<file path="config.mk">
export PLATFORM = sky130hd
export DESIGN_NAME = lcd_bus_arbiter
export DESIGN_NICKNAME = d
export VERILOG_FILES = /design/src/rtl/lcd_pkg.sv /design/src/rtl/lcd_rr_arb.sv /design/src/rtl/lcd_bus_arbiter.sv
export SDC_FILE = /design/constraint.sdc
export NUM_CORES = 1
export LEC_CHECK = 0
export BUFFER_PORTS_ARGS = -buffer_cell sky130_fd_sc_hd__clkbuf_2
export CAP_MARGIN = 0
export CORE_UTILIZATION = 50
export DETAILED_ROUTE_END_ITERATION = 10
export PLACE_DENSITY = 0.74
export SLEW_MARGIN = 10
export SYNTH_ARGS = -nofsm -noshare
export SYNTH_HDL_FRONTEND = slang
export SYNTH_SLANG_ARGS = --single-unit
</file>
<file path="constraint.sdc">
create_clock -name clk -period 2.7 [get_ports clk]
set_clock_uncertainty 0.05 [all_clocks]
set_input_delay 0.54 -clock clk [delete_from_list [all_inputs] [get_ports clk]]
set_output_delay 0.54 -clock clk [all_outputs]
set_load 0.03 [all_outputs]
</file>
<file path="src/rtl/lcd_pkg.sv">
// -----------------------------------------------------------------------------
// lcd_pkg
// Shared definitions for the ST7920 12864 LCD bus arbiter:
//   - lcd_state_e   : write-cycle FSM state encoding
//   - CMD_*         : common ST7920 command bytes
//   - DEF_*         : default write timing for a 50MHz clock
//   - is_clear_cmd  : identifies the display-clear command (needs the long wait)
// -----------------------------------------------------------------------------
package lcd_pkg;

  typedef enum logic [2:0] {
    ST_IDLE  = 3'd0,
    ST_SETUP = 3'd1,
    ST_PULSE = 3'd2,
    ST_WAIT  = 3'd3,
    ST_DONE  = 3'd4
  } lcd_state_e;

  localparam logic [7:0] CMD_CLEAR   = 8'h01;
  localparam logic [7:0] CMD_BASIC   = 8'h30;
  localparam logic [7:0] CMD_EXT_GFX = 8'h36;
  localparam logic [7:0] CMD_ENTRY   = 8'h06;
  localparam logic [7:0] CMD_DISP_ON = 8'h0C;

  // 50MHz clock: 20ns per cycle
  localparam int DEF_SETUP_CYC = 10;     // 200ns
  localparam int DEF_EN_CYC    = 25;     // 500ns
  localparam int DEF_EXEC_CYC  = 3600;   // 72us
  localparam int DEF_CLR_CYC   = 80000;  // 1.6ms
  localparam int DEF_CNT_W     = 17;

  // Display clear is a command (rs=0) with byte 8'h01 and executes far slower.
  function automatic logic is_clear_cmd(input logic rs, input logic [7:0] data);
    return (rs == 1'b0) && (data == CMD_CLEAR);
  endfunction

endpackage

</file>
<file path="src/rtl/lcd_rr_arb.sv">
// -----------------------------------------------------------------------------
// lcd_rr_arb
// Two-way round-robin selection with an owner lock.
//   clk, rst    : clock, synchronous active-low reset
//   sel_en      : the bus is idle and may be (re)assigned this cycle
//   req         : per-port request
//   req_lock    : per-port lock; honoured only for the current owner
//   grant_cur   : current one-hot owner (0 = unowned)
//   grant_nxt   : owner to load when sel_en is high
//   start       : a byte transfer begins for grant_nxt when sel_en is high
// The only state is the last-served pointer; everything else is combinational.
// -----------------------------------------------------------------------------
module lcd_rr_arb (
  input  logic       clk,
  input  logic       rst,
  input  logic       sel_en,
  input  logic [1:0] req,
  input  logic [1:0] req_lock,
  input  logic [1:0] grant_cur,
  output logic [1:0] grant_nxt,
  output logic       start
);

  logic last_q, last_d;

  always_comb begin
    grant_nxt = 2'b00;
    start     = 1'b0;
    if ((grant_cur != 2'b00) && ((grant_cur & req_lock) != 2'b00)) begin
      // Locked owner keeps the bus even with no request pending, so a
      // multi-byte sequence with gaps cannot be interleaved.
      grant_nxt = grant_cur;
      start     = (grant_cur & req) != 2'b00;
    end else if (req == 2'b11) begin
      grant_nxt = last_q ? 2'b01 : 2'b10;
      start     = 1'b1;
    end else if (req[0]) begin
      grant_nxt = 2'b01;
      start     = 1'b1;
    end else if (req[1]) begin
      grant_nxt = 2'b10;
      start     = 1'b1;
    end
  end

  always_comb begin
    last_d = last_q;
    if (sel_en && start) begin
      last_d = grant_nxt[1];
    end
  end

  // last=1 after reset so port 0 wins the first contention.
  always_ff @(posedge clk) begin
    if (!rst) begin
      last_q <= 1'b1;
    end else begin
      last_q <= last_d;
    end
  end

endmodule

</file>
<file path="src/rtl/lcd_bus_arbiter.sv">
// -----------------------------------------------------------------------------
// lcd_bus_arbiter
// Owns the ST7920 parallel bus and shares it between two byte requesters,
// generating the write strobe timing directly from the system clock.
//   clk, rst  : 50MHz clock, synchronous active-low reset
//   req       : per-port request, held with req_rs/req_data until ack
//   req_lock  : per-port lock; the granted port keeps the bus while set
//   req_rs    : per-port register select (0 command, 1 data)
//   req_data  : per-port byte, port0 [7:0], port1 [15:8]
//   ack       : one-cycle pulse, byte written and execution wait finished
//   grant     : one-hot current owner, 0 when unowned
//   busy      : a write cycle is in progress
//   rs/rw/en/data : LCD bus (rw fixed at 0, write only)
// -----------------------------------------------------------------------------
module lcd_bus_arbiter
  import lcd_pkg::*;
#(
  parameter int SETUP_CYC = DEF_SETUP_CYC,
  parameter int EN_CYC    = DEF_EN_CYC,
  parameter int EXEC_CYC  = DEF_EXEC_CYC,
  parameter int CLR_CYC   = DEF_CLR_CYC,
  parameter int CNT_W     = DEF_CNT_W
) (
  input  logic        clk,
  input  logic        rst,
  input  logic [1:0]  req,
  input  logic [1:0]  req_lock,
  input  logic [1:0]  req_rs,
  input  logic [15:0] req_data,
  output logic [1:0]  ack,
  output logic [1:0]  grant,
  output logic        busy,
  output logic        rs,
  output logic        rw,
  output logic        en,
  output logic [7:0]  data
);

  localparam logic [CNT_W-1:0] SETUP_LAST = CNT_W'(SETUP_CYC - 1);
  localparam logic [CNT_W-1:0] EN_LAST    = CNT_W'(EN_CYC - 1);
  localparam logic [CNT_W-1:0] EXEC_LAST  = CNT_W'(EXEC_CYC - 1);
  localparam logic [CNT_W-1:0] CLR_LAST   = CNT_W'(CLR_CYC - 1);

  lcd_state_e       state_q, state_d;
  logic [CNT_W-1:0] cnt_q, cnt_d;
  logic [1:0]       grant_q, grant_d;
  logic             rs_q, rs_d;
  logic [7:0]       data_q, data_d;
  logic             clr_q, clr_d;
  logic             en_q, en_d;
  logic [1:0]       ack_q, ack_d;
  logic             busy_q, busy_d;
  logic             done_q, done_d;

  logic [1:0]       grant_nxt;
  logic             start;
  logic             sel_en;
  logic [CNT_W-1:0] wait_last;
  logic [7:0]       port_byte [2];

  for (genvar gi = 0; gi < 2; gi++) begin : g_lane
    assign port_byte[gi] = req_data[gi*8 +: 8];
  end

  // The two cycles after DONE (registering done, then ack) keep the bus
  // closed, so a requester sees its ack and gets a full cycle to drop req
  // before IDLE samples the requests again.
  assign sel_en    = (state_q == ST_IDLE) && !done_q && (ack_q == 2'b00);
  assign wait_last = clr_q ? CLR_LAST : EXEC_LAST;

  lcd_rr_arb u_arb (
    .clk       (clk),
    .rst       (rst),
    .sel_en    (sel_en),
    .req       (req),
    .req_lock  (req_lock),
    .grant_cur (grant_q),
    .grant_nxt (grant_nxt),
    .start     (start)
  );

  // State register
  always_ff @(posedge clk) begin
    if (!rst) begin
      state_q <= ST_IDLE;
      cnt_q   <= '0;
    end else begin
      state_q <= state_d;
      cnt_q   <= cnt_d;
    end
  end

  // Next state: every state lasts exactly its cycle count, counter restarts
  // at 0 on entry.
  always_comb begin
    state_d = state_q;
    cnt_d   = cnt_q + 1'b1;
    case (state_q)
      ST_IDLE: begin
        cnt_d = '0;
        if (sel_en && start) begin
          state_d = ST_SETUP;
        end
      end
      ST_SETUP: begin
        if (cnt_q == SETUP_LAST) begin
          state_d = ST_PULSE;
          cnt_d   = '0;
        end
      end
      ST_PULSE: begin
        if (cnt_q == EN_LAST) begin
          state_d = ST_WAIT;
          cnt_d   = '0;
        end
      end
      ST_WAIT: begin
        if (cnt_q == wait_last) begin
          state_d = ST_DONE;
          cnt_d   = '0;
        end
      end
      ST_DONE: begin
        state_d = ST_IDLE;
        cnt_d   = '0;
      end
      default: begin
        state_d = ST_IDLE;
        cnt_d   = '0;
      end
    endcase
  end

  // Outputs and latched byte; the byte is captured only at selection so
  // req_* changes mid-transfer never reach the bus.
  always_comb begin
    grant_d = grant_q;
    rs_d    = rs_q;
    data_d  = data_q;
    clr_d   = clr_q;
    if (sel_en) begin
      grant_d = grant_nxt;
      if (start) begin
        rs_d   = grant_nxt[1] ? req_rs[1] : req_rs[0];
        data_d = grant_nxt[1] ? port_byte[1] : port_byte[0];
        clr_d  = is_clear_cmd(rs_d, data_d);
      end
    end
    en_d   = (state_d == ST_PULSE);
    busy_d = (state_d != ST_IDLE);
    done_d = (state_q == ST_DONE);
    ack_d  = done_q ? grant_q : 2'b00;
  end

  always_ff @(posedge clk) begin
    if (!rst) begin
      grant_q <= 2'b00;
      rs_q    <= 1'b0;
      data_q  <= 8'h00;
      clr_q   <= 1'b0;
      en_q    <= 1'b0;
      busy_q  <= 1'b0;
      done_q  <= 1'b0;
      ack_q   <= 2'b00;
    end else begin
      grant_q <= grant_d;
      rs_q    <= rs_d;
      data_q  <= data_d;
      clr_q   <= clr_d;
      en_q    <= en_d;
      busy_q  <= busy_d;
      done_q  <= done_d;
      ack_q   <= ack_d;
    end
  end

  assign ack   = ack_q;
  assign grant = grant_q;
  assign busy  = busy_q;
  assign rs    = rs_q;
  assign rw    = 1'b0;
  assign en    = en_q;
  assign data  = data_q;

endmodule

</file>
==> run_results.csv <==
group,metric,value,unit
power_and_ir_drop,leakage,0.995,nW
detailed_routing,viasPerCell,5.47,
finish,instances_no_fill,292,
timing,final.min_clock_period,1.94,ns
yosys,yosys_warnings,0,
floorplanning,floorplan.rows,22,
power_and_ir_drop,sw_frac_of_total,26.8,%
power_and_ir_drop,irDropWorstVdd,0.424,mV
setup_path,cp_arrival,2.13,ns
place,detailedPlace.worstSlack,0.786,ns
global_route,grt_max_degree,24,
hold_path,timing.hold.worst.class,"reg -> reg",
floorplanning,io-pin-count,40,
finish,layout-drive-gt1-share,27.5,%
detailed_routing,routed-via-count,1598,
yosys,post_synth_instance_area,1950,sq um
flow_run,maxCapViolCount,0,
floorplanning,placeableCoreArea,3720,sq um
place,buffer_ports.inserted,38,
finish,antennaDiodeCount,0,
run_status,run_status,"complete, no violations",
timing,fin_tns_setup,0,ns
timing,final_max_tran_viols,0,
yosys,post_synth_num_cell_types,50,
detailed_routing,post-route-drc-count,0,
setup_path,endpoint_kind,"flop",
yosys,synth.yosys.seq_area_share,38.9,%
yosys,netlist_instances,205,
global_route,grt_antenna_before_repair,0,
finish,multi_input_comb_area,1120,sq um
setup_path,worst_setup_path_startpoint,"state_q[1]",
place,placedCellCount,284,
yosys,synth_nets,232,
power_and_ir_drop,internal_power,0.952,mW
detailed_routing,drt-wirelength-per-cell,13.0,microns
hold_path,hold_path_startpoint,"data[6]",
cts,cts_tree,"yes",
cts,htree_num_levels,2,
cts,cts_repair_resized_insts,0,
global_route,grt_pass1_vias,1507,
yosys,top_cell_type_s_share_of_synthesized_area,38.9,%
place,dp.final_hpwl,2840,microns
floorplanning,dieArea,4160,sq um
setup_path,cell_count_of_the_worst_reg_to_reg_path,6,
yosys,yosys_register_bits,38,
floorplanning,start_util,52.6,%
timing,grt_setup_unrepaired,"no",
power_and_ir_drop,cellPowerDensity,571,nW/um^2
hold_path,min_delay_path_depth,1,
setup_path,cp-start-kind,"flop",
cts,root_buffer_cell,"clkbuf_8",
finish,layout.cell_area.non_filler,2280,sq um
cts,clock_tree.buffer_depth,2,
power_and_ir_drop,switchingPower,0.348,mW
floorplanning,die_h,64.5,microns
cts,clock_sinks,38,
yosys,synth_top_cell_by_area,"dfxtp_1",
place,placer_congestion,0.871,
setup_path,rr_startpoint,"state_q[1]",
cts,cts_hold_buf,0,
timing,fmax,0.516,GHz
detailed_routing,drt_wl_total,3790,microns
global_route,grt_pass1_wl,7000,microns
global_route,global_route.overflow_total,0,
power_and_ir_drop,fin_total_pwr,1.30,mW
finish,fin_util,61.3,%
timing,postLayoutSetupSlackWorst,0.764,ns
finish,synthToLayoutAreaGrowth,16.6,%
place,detailed_place.area,2170,sq um
detailed_routing,final_antenna_net_count,0,
power_and_ir_drop,p_seq_share,46.5,%
timing,final-setup-viol-count,0,
finish,final-seq-area,761,sq um
yosys,synth_area_leaders,"dfxtp_1 (39%), mux2i_1 (5.6%), nor3_2 (5.6%)",
cts,insertion_delay,0.30,ns
floorplanning,chipWidth,64.5,microns
detailed_routing,drt_first_iter_violations,89,
setup_path,worst-path-max-fanout,23,
finish,nets,270,
timing,hold-worst-slack,0.446,ns
cts,path_clk_slew,0.07,ns
yosys,ys_top_cells_by_count,"dfxtp_1 (38), nand2_1 (24), mux2i_1 (11), nor2_1 (11), nor3_2 (11)",
setup_path,worstPathRequired,2.90,ns
finish,fillers,349,
timing,finalHoldViolCount,0,
yosys,syn_avg_cell_area,9.53,sq um
yosys,synthArstFlopShare,0,%
timing,final_min_period_over_clock_period,71.7,%
detailed_routing,drt_pass1_iterations,4,
setup_path,critical_path_class,"reg -> reg",
global_route,global_route.usage.total,21.8,%
yosys,yosys_most_used_dff,"dfxtp_1",
power_and_ir_drop,clock_power_share,35.9,%
cts,tritoncts.num_buffers,5,
power_and_ir_drop,pwr-share-comb,17.5,%
yosys,post-synth-top-count-cell,"dfxtp_1",
cts,postCtsSetupBuffers,0,
yosys,synth_enable_flop_cells,0,
==> worst paths after layout <==
kind / end / slack (ns)
setup / recovery: state_q[0] / 0.76
hold reg to reg: data[6] / 0.45
setup reg to reg: state_q[0] / 0.76
hold / removal: data[6] / 0.45
==> layer usage <==
metal | global-route usage (%) | vias to the layer above | share of wire [%]
met4 | 9.44 | 0 | 1.7
met2 | 33.7 | 36 | 46
met1 | 27.8 | 741 | 47
li1 | - | 815 | -
met3 | 6.87 | 6 | 4.9
met5 | 0 | - | 0
==> flip-flops by register name, summed over array words and instances, names as in the netlist <==
name,count
state_q,3
done_q,1
grant,2
ack,2
busy,1
rs,1
clr_q,1
data,8
cnt_q,17
u_arb.last_q,1
en,1
==> cell type report <==
| type | count | area share [%] |
|---|---|---|
| clock buffers | 7 | 3.35 |
| multi-input cells | 153 | 49.1 |
| flip-flops and latches | 38 | 33.4 |
| inverters | 3 | 0.494 |
| clock inverters | 1 | 1.32 |
| well taps | 48 | 2.64 |
| repair buffers | 42 | 9.66 |
==> power by group through the flow <==
stage               Combinational [mW]  Sequential, mW  Clock [mW]
CTS                              0.231           0.605       0.481
global placement                 0.228           0.618           0
global route                     0.250           0.609       0.507
floorplan                        0.124           0.661           0
finish                           0.228           0.605       0.467
detailed placement               0.230           0.618           0
==> kinds of logic (layout without fill, tap and decap cells) <==
logic type	Yosys count	after routing	share of synthesized area [%]
AND/OR/NAND/NOR	94	94	30.0
flip-flops	38	38	38.9
AO/OA/AOI/OAI	30	30	13.3
XOR/XNOR	14	14	6.27
buffers and inverters	14	53	3.78
multiplexers	11	11	5.63
adder cells (fa/ha/maj)	3	3	1.92
other	1	1	0.192
==> worst max-delay path: stages (launching register included) <==
cell	delay, ns
dfxtp_1	0.35
or4_1	0.54
nor3_2	0.21
a21boi_2	0.20
buf_4	0.25
a41o_1	0.16
o21a_1	0.13
==> placed cells by master, fill, tap and decap left out, types with 2 or more instances in the layout <==
master,instances
o211a_1,10
xor2_1,7
nor2_1,11
a21o_1,2
nand2b_1,2
or3_1,2
a21oi_1,2
dfxtp_1,38
inv_1,3
a21boi_2,2
a31oi_1,3
ha_1,3
clkbuf_1,2
clkbuf_8,5
buf_4,4
nor3_1,7
mux2i_1,11
nand4_1,4
nand2_1,24
and3_1,5
nor3_2,11
xnor2_1,7
nor4_1,3
nand3_1,6
nand4bb_1,2
o21ai_0,2
nor3b_1,4
clkbuf_2,38
o21a_1,2
(Power assumes the default switching activity.)
